**src/rtl/alu_arbiter_if.sv**
```systemverilog
// Bundle of the client request channels, the ALU drive/return lines and the
// response channel of alu_arbiter. The slave modport is the arbiter's view.
interface alu_arbiter_if;
  logic       req0_valid;
  logic       req0_ready;
  logic [2:0] req0_instr;
  logic [7:0] req0_a;
  logic [7:0] req0_b;

  logic       req1_valid;
  logic       req1_ready;
  logic [2:0] req1_instr;
  logic [7:0] req1_a;
  logic [7:0] req1_b;

  logic [2:0] alu_instr;
  logic [7:0] alu_in1;
  logic [7:0] alu_in2;
  logic [7:0] alu_result;
  logic       alu_zero;

  logic       rsp_valid;
  logic       rsp_ready;
  logic       rsp_id;
  logic [7:0] rsp_result;
  logic       rsp_zero;
  logic       rsp_err;
  logic       busy;

  modport slave (
    input  req0_valid, req0_instr, req0_a, req0_b,
    input  req1_valid, req1_instr, req1_a, req1_b,
    input  alu_result, alu_zero, rsp_ready,
    output req0_ready, req1_ready,
    output alu_instr, alu_in1, alu_in2,
    output rsp_valid, rsp_id, rsp_result, rsp_zero, rsp_err, busy
  );

  modport master (
    output req0_valid, req0_instr, req0_a, req0_b,
    output req1_valid, req1_instr, req1_a, req1_b,
    output alu_result, alu_zero, rsp_ready,
    input  req0_ready, req1_ready,
    input  alu_instr, alu_in1, alu_in2,
    input  rsp_valid, rsp_id, rsp_result, rsp_zero, rsp_err, busy
  );
endinterface

```
**src/rtl/alu_arbiter.sv**
```systemverilog
// Round-robin sharing of one combinational 8-bit ALU between two clients;
// one operation in flight, result returned on a valid/ready response channel.
module alu_arbiter (
  input  logic         clk,
  input  logic         rst_n,
  alu_arbiter_if.slave bus
);

  typedef enum logic [1:0] {
    IDLE = 2'd0,
    EXEC = 2'd1,
    RESP = 2'd2
  } state_t;

  typedef struct packed {
    logic       id;
    logic [2:0] instr;
    logic [7:0] a;
    logic [7:0] b;
  } op_t;

  typedef struct packed {
    logic       id;
    logic [7:0] result;
    logic       zero;
    logic       err;
  } rsp_t;

  state_t state_q, state_d;
  logic   prio_q, prio_d;
  op_t    op_q, op_d;
  rsp_t   rsp_q, rsp_d;

  logic   any_valid;
  logic   grant_en;
  logic   grant_id;
  logic   ready0;
  logic   ready1;

  // With both clients pending the prio pointer decides; otherwise the only
  // valid one wins (grant_id is don't-care when nobody is valid).
  assign any_valid = bus.req0_valid | bus.req1_valid;
  assign grant_id  = (bus.req0_valid & bus.req1_valid) ? prio_q : bus.req1_valid;

  always_comb begin
    // NOTE: every signal written here gets a default first so no path can
    // leave it unassigned, which would otherwise infer a latch.
    state_d  = state_q;
    prio_d   = prio_q;
    op_d     = op_q;
    rsp_d    = rsp_q;
    grant_en = 1'b0;
    ready0   = 1'b0;
    ready1   = 1'b0;

    unique case (state_q)
      IDLE: begin
        grant_en = any_valid;
      end
      EXEC: begin
        rsp_d.id     = op_q.id;
        rsp_d.result = bus.alu_result;
        rsp_d.zero   = bus.alu_zero;
        rsp_d.err    = (op_q.instr >= 3'd5);
        state_d      = RESP;
      end
      RESP: begin
        // Response is consumed this cycle; a pending request is granted in
        // the same cycle so ops stream at one per two cycles.
        if (bus.rsp_ready) begin
          grant_en = any_valid;
          state_d  = IDLE;
        end
      end
      default: begin
        state_d = IDLE;
      end
    endcase

    if (grant_en) begin
      state_d = EXEC;
      prio_d  = ~grant_id;
      ready0  = ~grant_id;
      ready1  = grant_id;
      if (grant_id) begin
        op_d = '{id: 1'b1, instr: bus.req1_instr, a: bus.req1_a, b: bus.req1_b};
      end else begin
        op_d = '{id: 1'b0, instr: bus.req0_instr, a: bus.req0_a, b: bus.req0_b};
      end
    end
  end

  // NOTE: sequential state uses non-blocking assignments only, so every flop
  // samples the pre-edge value of every other flop.
  always_ff @(posedge clk or negedge rst_n) begin
    if (!rst_n) begin
      state_q <= IDLE;
      prio_q  <= 1'b0;
      op_q    <= '0;
      rsp_q   <= '0;
    end else begin
      state_q <= state_d;
      prio_q  <= prio_d;
      op_q    <= op_d;
      rsp_q   <= rsp_d;
    end
  end

  assign bus.req0_ready = ready0;
  assign bus.req1_ready = ready1;

  assign bus.alu_instr  = op_q.instr;
  assign bus.alu_in1    = op_q.a;
  assign bus.alu_in2    = op_q.b;

  assign bus.rsp_valid  = (state_q == RESP);
  assign bus.rsp_id     = rsp_q.id;
  assign bus.rsp_result = rsp_q.result;
  assign bus.rsp_zero   = rsp_q.zero;
  assign bus.rsp_err    = rsp_q.err;
  assign bus.busy       = (state_q != IDLE);

  a_ready_excl : assert property (@(posedge clk) disable iff (!rst_n)
                                  !(bus.req0_ready && bus.req1_ready));

endmodule

```
**src/flat_wrapper.sv**
```systemverilog
// flat-port wrapper written by rule: the top's interface ports become plain ports
module alu_arbiter_flat 
  (clk, rst_n, bus_req0_valid, bus_req0_instr, bus_req0_a, bus_req0_b, bus_req1_valid, bus_req1_instr, bus_req1_a, bus_req1_b, bus_alu_result, bus_alu_zero, bus_rsp_ready, bus_req0_ready, bus_req1_ready, bus_alu_instr, bus_alu_in1, bus_alu_in2, bus_rsp_valid, bus_rsp_id, bus_rsp_result, bus_rsp_zero, bus_rsp_err, bus_busy);
  alu_arbiter_if bus_i ();
  input  logic clk;
  input  logic rst_n;
  input wire logic [$bits(bus_i.req0_valid)-1:0] bus_req0_valid;
  input wire logic [$bits(bus_i.req0_instr)-1:0] bus_req0_instr;
  input wire logic [$bits(bus_i.req0_a)-1:0] bus_req0_a;
  input wire logic [$bits(bus_i.req0_b)-1:0] bus_req0_b;
  input wire logic [$bits(bus_i.req1_valid)-1:0] bus_req1_valid;
  input wire logic [$bits(bus_i.req1_instr)-1:0] bus_req1_instr;
  input wire logic [$bits(bus_i.req1_a)-1:0] bus_req1_a;
  input wire logic [$bits(bus_i.req1_b)-1:0] bus_req1_b;
  input wire logic [$bits(bus_i.alu_result)-1:0] bus_alu_result;
  input wire logic [$bits(bus_i.alu_zero)-1:0] bus_alu_zero;
  input wire logic [$bits(bus_i.rsp_ready)-1:0] bus_rsp_ready;
  output wire logic [$bits(bus_i.req0_ready)-1:0] bus_req0_ready;
  output wire logic [$bits(bus_i.req1_ready)-1:0] bus_req1_ready;
  output wire logic [$bits(bus_i.alu_instr)-1:0] bus_alu_instr;
  output wire logic [$bits(bus_i.alu_in1)-1:0] bus_alu_in1;
  output wire logic [$bits(bus_i.alu_in2)-1:0] bus_alu_in2;
  output wire logic [$bits(bus_i.rsp_valid)-1:0] bus_rsp_valid;
  output wire logic [$bits(bus_i.rsp_id)-1:0] bus_rsp_id;
  output wire logic [$bits(bus_i.rsp_result)-1:0] bus_rsp_result;
  output wire logic [$bits(bus_i.rsp_zero)-1:0] bus_rsp_zero;
  output wire logic [$bits(bus_i.rsp_err)-1:0] bus_rsp_err;
  output wire logic [$bits(bus_i.busy)-1:0] bus_busy;
  assign bus_i.req0_valid = bus_req0_valid;
  assign bus_i.req0_instr = bus_req0_instr;
  assign bus_i.req0_a = bus_req0_a;
  assign bus_i.req0_b = bus_req0_b;
  assign bus_i.req1_valid = bus_req1_valid;
  assign bus_i.req1_instr = bus_req1_instr;
  assign bus_i.req1_a = bus_req1_a;
  assign bus_i.req1_b = bus_req1_b;
  assign bus_i.alu_result = bus_alu_result;
  assign bus_i.alu_zero = bus_alu_zero;
  assign bus_i.rsp_ready = bus_rsp_ready;
  assign bus_req0_ready = bus_i.req0_ready;
  assign bus_req1_ready = bus_i.req1_ready;
  assign bus_alu_instr = bus_i.alu_instr;
  assign bus_alu_in1 = bus_i.alu_in1;
  assign bus_alu_in2 = bus_i.alu_in2;
  assign bus_rsp_valid = bus_i.rsp_valid;
  assign bus_rsp_id = bus_i.rsp_id;
  assign bus_rsp_result = bus_i.rsp_result;
  assign bus_rsp_zero = bus_i.rsp_zero;
  assign bus_rsp_err = bus_i.rsp_err;
  assign bus_busy = bus_i.busy;
  alu_arbiter u_core (.clk(clk), .rst_n(rst_n), .bus(bus_i));
endmodule
```
**config.mk**
```make
export PLATFORM = sky130hd
export DESIGN_NAME = alu_arbiter_flat
export DESIGN_NICKNAME = d
export VERILOG_FILES = /design/src/rtl/alu_arbiter_if.sv /design/src/rtl/alu_arbiter.sv /design/src/flat_wrapper.sv
export SDC_FILE = /design/constraint.sdc
export NUM_CORES = 1
export LEC_CHECK = 0
export CORE_MARGIN = 2
export CORE_UTILIZATION = 49
export DETAILED_ROUTE_END_ITERATION = 8
export DONT_BUFFER_PORTS = 1
export SYNTH_ARGS = -nofsm -noshare
export SYNTH_HDL_FRONTEND = slang
export SYNTH_SLANG_ARGS = --single-unit
export TNS_END_PERCENT = 5
```
**constraint.sdc**
```tcl
create_clock -name clk -period 2.5 [get_ports clk]
set_input_delay 0.25 -clock clk [delete_from_list [all_inputs] [get_ports clk]]
set_output_delay 0.25 -clock clk [all_outputs]
set_load 0.02 [all_outputs]
```
# After elaboration in Yosys (flattened, before gate mapping)
# Cells that the tools add are included.
# classes
n_lt_le_gt_ge,1
n_eq_ne,4
mux,9
bitwise,3
reduce_logical,3
# op_table
op,count
20-bit 2-to-1 mux,1
2-bit case mux with 3 select lines,1
1-bit 2-to-1 mux,4
2-bit 2-to-1 mux,2
3-bit >= comparator (second input constant),1
3-bit by 2-bit != test with 1-bit output (second input constant),1
2-bit by 1-bit equality test with 1-bit output (second input constant),1
2-bit equality test (second input constant),1
2-bit zero test,1
2-bit by 1-bit != test with 1-bit output (second input constant),1
1-bit case mux with 2 select lines,1
2-bit AND reduction,1
2-bit nonzero test,1
1-bit bitwise AND,1
1-bit NOT,1
1-bit bitwise OR,1
# word_totals
ff_bits,34
inputBits,52
out_inout_bits,34
elab_cells,30

# Logic depth before layout (Yosys ltp)
# Gate-level depths: netlist of run 1.
# logic_depth
word_depth,5
depth_mapped,5
depth_no_buf,3

# Least setup slack after synthesis of run 1
# OpenSTA, ideal clock, no wires.
# synth_path
kind,reg-to-output
startpoint,register u_core.state_q[1]
endpoint,output bus_req0_ready
arrival_time_ns,1.096
required_time_ns,2.250
path_slack_ns,1.154
stages_incl_launch_ff,4
path_buffers,1
path_cell_list,dfrtp_1 > nor2b_4 > a2111oi_4 > buf_6
# synth_via
elab_chain_len,3
word_cells_on_any_way,4
# synth_rtl
element,line,source
start: declaration,alu_arbiter.sv:29,"state_t state_q, state_d;"
start signal: assignment,alu_arbiter.sv:102,state_q <= state_d;
2-bit equality test / 2-bit zero test (equally long branches),alu_arbiter.sv:56,unique case (state_q)
1-bit case mux with 2 select lines *,alu_arbiter.sv:56,
1-bit 2-to-1 mux *,alu_arbiter.sv:80,if (grant_en) begin
end: declaration,flat_wrapper.sv:18,output wire logic [$bits(bus_i.req0_ready)-1:0] bus_req0_ready;
# Mark *: on every way between the ends. The rest lies on a longest branch, timed or not.

# Final worst setup path of run 1
# layout_path
startpoint,register u_core.state_q[0]
endpoint,output bus_req1_ready
# layout_via
elab_chain_len,3
word_cells_on_any_way,4
# layout_rtl
element,line,source
2-bit equality test / 2-bit zero test (equally long branches),alu_arbiter.sv:56,
1-bit case mux with 2 select lines *,alu_arbiter.sv:56,
1-bit 2-to-1 mux *,alu_arbiter.sv:80,
end: declaration,flat_wrapper.sv:19,output wire logic [$bits(bus_i.req1_ready)-1:0] bus_req1_ready;
# Marks and branches as above.

==> results of run 1 <==
path summary, 6_finish.rpt:
kind | from | endpoint | slack, ns | cells past startpoint
hold reg to reg | u_core.op_q[19] | u_core.op_q[19] | 0.51 | 1
min in group asynchronous | rst_n | u_core.bus.rsp_result[6] | 0.35 | 2
hold / removal | bus_req0_a[1] | u_core.bus.alu_in1[1] | 0.06 | 1
setup reg to reg | u_core.state_q[1] | u_core.bus.alu_in2[2] | 0.81 | 4
max in group asynchronous | rst_n | u_core.state_q[1] | 1.96 | 2
setup / recovery | u_core.state_q[0] | bus_req1_ready | 0.61 | 3
cell type report:
cell class / instances / area, um^2
fill: 321 / 1650
clock buffer: 7 / 45.0
multi-input combinational: 63 / 608
tap: 46 / 57.6
timing repair buffer: 10 / 92.6
sequential: 34 / 851
inverter: 3 / 11.3
power breakdown:
part	internal [mW]	switching, mW	leakage, nW
sequential	0.814	0.500	0.414
clock	0.106	0.172	0.0254
combinational	0.405	0.319	0.269
total	1.32	0.992	0.708
cells in the final DEF (no fill, tap or decap), drive strengths merged:
cell and count:
dfrtp 34, o31a 19, a221o 19, mux2 10, buf 8, clkbuf 7, inv 3, o21ai 3
nand2b 2, a21o 2, dlygate4sd3 2, nor2b 2, or2 1, nor4b 1, a2111oi 1, nor2 1
or3 1, nand2 1
state kept, by name, indices dropped and copies added (netlist names):
| register | flops |
|---|---|
| u_core.bus.rsp_result | 8 |
| u_core.prio_q | 1 |
| u_core.bus.rsp_err | 1 |
| u_core.bus.alu_in1 | 8 |
| u_core.bus.alu_instr | 3 |
| u_core.bus.rsp_id | 1 |
| u_core.bus.alu_in2 | 8 |
| u_core.bus.rsp_zero | 1 |
| u_core.op_q | 1 |
| u_core.state_q | 2 |
per-stage QoR:
step | util, % | instance area [um^2] | power [mW]
after floorplan | - | 1680 | 2.10
after global routing | 50.3 | 1670 | 2.48
after CTS | 50.0 | 1660 | 2.36
after global placement | 47.7 | 1580 | 2.02
final | 50.3 | 1670 | 2.32
after detailed placement | 47.7 | 1580 | 2.06
critical path: cells and delay by family (launching register included):
kind                   cells  cell delay, ns
DFF                        1            0.51
and+or+nand+nor            1            0.30
buffers and inverters      2            0.50
per-layer routing:
layer / up-vias / wire length, um / global-route usage [%]
li1: 448 / - / -
met1: 512 / 1260 / 22.2
met2: 56 / 1670 / 29.4
met3: 6 / 348 / 6.67
met4: 0 / 42 / 7.50
met5: - / 0 / 0
Yosys cell counts, drive strengths merged:
library cell,count
a2111oi,1
a21o,2
o31a,19
nor2b,2
or2,1
or3,1
buf,30
inv,3
nand2,1
nand2b,2
nor2,1
clkbuf,1
a221o,19
nor4b,1
dfrtp,34
o21ai,3
mux2,10
cell families after synthesis:
logic type | count (synthesis) | share of synthesized area, %
AO/OA/AOI/OAI | 44 | 24.7
buffers and inverters | 34 | 13.6
flip-flops | 34 | 50.7
multiplexers | 10 | 6.71
AND/OR/NAND/NOR | 9 | 4.32
==> results_dict.tcl, run 1 <==
set metrics [dict create \
    fin_crit_sh_pct 75.7 \
    seq_area_frac_synth_pct 50.7 \
    crit_slowest_cell "dfrtp_1" \
    clock.fmax_mhz 529 \
    die_h_um 62.5 \
    clk_pin_slew_ns 0.10 \
    drive_gt1_share_pct 23.9 \
    pre_cts_ws_ns 0.793 \
    fin_tns_setup_ns 0 \
    htree_levels 2 \
    synth_seq_cells 34 \
    critPathLaunchType "register" \
    leakagePower_nw 0.708 \
    synth_area_leader_cell "dfrtp_1" \
    synth_area_leaders "dfrtp_1, a221o_1, o31a_1, buf_4, mux2_2" \
    dp_cells 153 \
    finClkSkew_ns 0.00378 \
    port_buffers 0 \
    cts_root_buf "clkbuf_4" \
    gp_congestion 0.696 \
    start_util_pct 50.7 \
    setup-violations-final 0 \
    worst_pin_slew_ns 0.568 \
    synth.avg_cell_area_um2 12.8 \
    grt_pass1_wl_um 5500 \
    worstSetupPathType "register to output port" \
    grt_pass1_vias 1100 \
    cap_violations 0 \
    drtAntennaViolNets 0 \
    clock-sinks 34 \
    hpwl_um 2390 \
    antenna_found_initial 0 \
    antenna_cells 0 \
    fin_nets 169 \
    clk_latency_ns 0.33 \
    clk_path_buf_depth 2 \
    die_w_um 62.5 \
    cts_tree "built" \
    ios 86 \
    setup_ws_ns 0.609 \
    slew_violations 0 \
    grt_max_degree 35 \
    cp.required_ns 2.25 \
    cts_buffers 5 \
    slew_headroom_pct 62.1 \
    pwr_density_cell_nw_per_um2 1390 \
    wl_per_cell_um 20.4 \
    crit_arrival_ns 1.64 \
    syn_nets 183 \
    hold_viol 0 \
    fin_crit_ns 1.89 \
    status "completed" \
    drtIter0Drc 54 \
    die-area_um2 3910 \
    final-instance-count-excl-fill 163 \
    drc 0 \
    cts_resized 0 \
    finalWirelength_um 3320 \
    vias 1022 \
    syn_inst 131 \
    crit_path_end_kind "output port" \
    ir_worst_vdd_uv 488 \
    area_growth_syn_to_layout_pct -0.746 \
    cp_cell_sequence "buf_4, nor4b_4, buf_4" \
    dr.pass1.iters 4 \
    netlist_area_um2 1680 \
    post_cts_buffers 0 \
    grt-ovfl-total 0 \
    yosysWarningCount 0 \
    via_per_inst 6.27 \
    synth_top_area_share_pct 50.7 \
    ys_types 20 \
    hp-class "input pin to register" \
    cpMostUsedCell "buf_4" \
    grt_setup_unrepaired "no" \
    num_rows 21 \
    grt_use_total_pct 18.3 \
    cp_max_fo 14 \
    max_stage_delay_ns 0.51 \
    timing.hold.ws_ns 0.0588 \
    core_um2 3310 \
    cts_hold_buf 2 \
]
(Power assumes the default switching activity.)
==> run 2: changes to the inputs <==
PLACE_DENSITY = 0.66   (was default)
clock period = 1.5 ns   (was 2.5 ns; I/O delays follow)
==> results_dict.tcl, run 2 (synthesis gave the netlist of run 1 again) <==
set metrics [dict create \
    drc 0 \
    finClkSkew_ns 0.00407 \
    pre_cts_ws_ns 0.102 \
    grt_use_total_pct 21.3 \
    cp_cell_sequence "buf_6, a2111oi_4, buf_4, buf_6" \
    cts_buffers 5 \
    dr.pass1.iters 4 \
    die_h_um 62.5 \
    fin_crit_sh_pct 107 \
    worst_pin_slew_ns 0.311 \
    die-area_um2 3910 \
    grt_setup_unrepaired "yes" \
    crit_arrival_ns 1.46 \
    wl_per_cell_um 17.8 \
    grt_max_degree 35 \
    drive_gt1_share_pct 24.4 \
    htree_levels 2 \
    cap_violations 0 \
    area_growth_syn_to_layout_pct 35.4 \
    port_buffers 0 \
    most-common-layout-cells "dlygate4sd3_1, dfrtp_1, o31a_1, a221o_1, buf_4" \
    final_common_cell "dlygate4sd3_1" \
    pwr_density_cell_nw_per_um2 1870 \
    gp_congestion 0.735 \
    crit_path_end_kind "output port" \
    drtIter0Drc 66 \
    totalPowerFinal_mw 4.24 \
    clk_pin_slew_ns 0.09 \
    hp-class "input pin to async pin" \
    max_stage_delay_ns 0.43 \
    cts_root_buf "clkbuf_4" \
    drtAntennaViolNets 0 \
    leakagePower_nw 0.983 \
    start_util_pct 50.7 \
    slew_violations 0 \
    clk_latency_ns 0.32 \
    num_rows 21 \
    final_util_pct 68.6 \
    violations "negative setup slack" \
    grt_pass1_wl_um 6490 \
    clock.fmax_mhz 623 \
    setup-violations-final 2 \
    cts_tree "built" \
    ios 86 \
    fin_nets 229 \
    core_um2 3310 \
    status "finished, violations left" \
    cpMostUsedCell "buf_6" \
    clock-sinks 34 \
    grt-ovfl-total 0 \
    vias 1239 \
    cp.required_ns 1.35 \
    placed_cell_area_um2 1650 \
    slew_headroom_pct 79.2 \
    final_area_um2 2270 \
    hold_viol 0 \
    worstSetupPathType "register to output port" \
    setup_ws_ns -0.106 \
    fin_crit_ns 1.61 \
    hpwl_um 2550 \
    fillers 263 \
    finalWirelength_um 3940 \
    crit_slowest_cell "dfrtp_2" \
    antenna_found_initial 0 \
    grt_pass1_vias 1337 \
    via_per_inst 5.58 \
    ir_worst_vdd_uv 960 \
    clk_path_buf_depth 2 \
    cp_max_fo 3 \
    die_w_um 62.5 \
    critPathLaunchType "register" \
    antenna_cells 0 \
]
==> run 2: changes by cell type in the layout (fill, tap and decap cells not counted), moves of 2 or more <==
cell,delta
buf_4,+7
clkbuf_1,-2
dlygate4sd3_1,+47
buf_6,+5
==> run 2: final cells by class <==
class                      count  area [um^2]  share of cell area, %
sequential                    34          852                   37.5
timing repair buffer          70          692                   30.5
multi-input combinational     63          608                   26.8
tap                           46         57.6                   2.53
clock buffer                   6         51.3                   2.26
inverter                       3         11.3                  0.496
==> run 2: stage by stage <==
step	setup TNS, ns	hold WS [ns]	std cells
3_5_place_dp	0	-0.144	162
2_1_floorplan	0	-0.146	131
5_1_grt	-0.515	0.252	222
6_report	-0.191	0.257	222
4_1_cts	-0.257	0.262	221
3_3_place_gp	0	-0.145	162
==> run 2: metal layers <==
metal	track usage (%)	part of all wire (%)	vias to the layer above
li1	-	-	568
met1	25.0	37	605
met2	36.3	53	64
met3	8.83	8.7	2
met4	5.28	0.68	0
met5	0	0	-
==> run 2: worst max-delay path: cells and delay by family, from the launching register on <==
family                 cells  cell delay [ns]
AO/OA/AOI/OAI              1             0.28
buffers and inverters      3             0.42
flip-flops                 1             0.43
==> run 2: final timing paths <==
kind | cells past startpoint | start | slack (ns) | end
setup / recovery | 4 | u_core.state_q[0] | -0.11 | bus_req0_ready
hold / removal | 2 | rst_n | 0.26 | u_core.bus.alu_in1[0]
setup reg to reg | 6 | u_core.state_q[1] | 0.04 | u_core.bus.alu_in1[1]
hold reg to reg | 1 | u_core.op_q[19] | 0.48 | u_core.op_q[19]
max in group asynchronous | 2 | rst_n | 1.05 | u_core.state_q[0]
min in group clk | 3 | bus_req1_valid | 0.28 | u_core.op_q[19]
==> run 2: power by group <==
part	switching [mW]	internal (mW)
Clock	0.269	0.211
Combinational	0.649	0.928
Sequential	0.822	1.36
Total	1.74	2.50
==> run 2: what timing repair did <==
item,4_1_cts,5_1_grt
resized for setup,4,5
hold buffers,50,0
hold endpoints to repair,63,0
buffers inserted,3,1
pin swaps,2,1
setup endpoints to repair,2,23
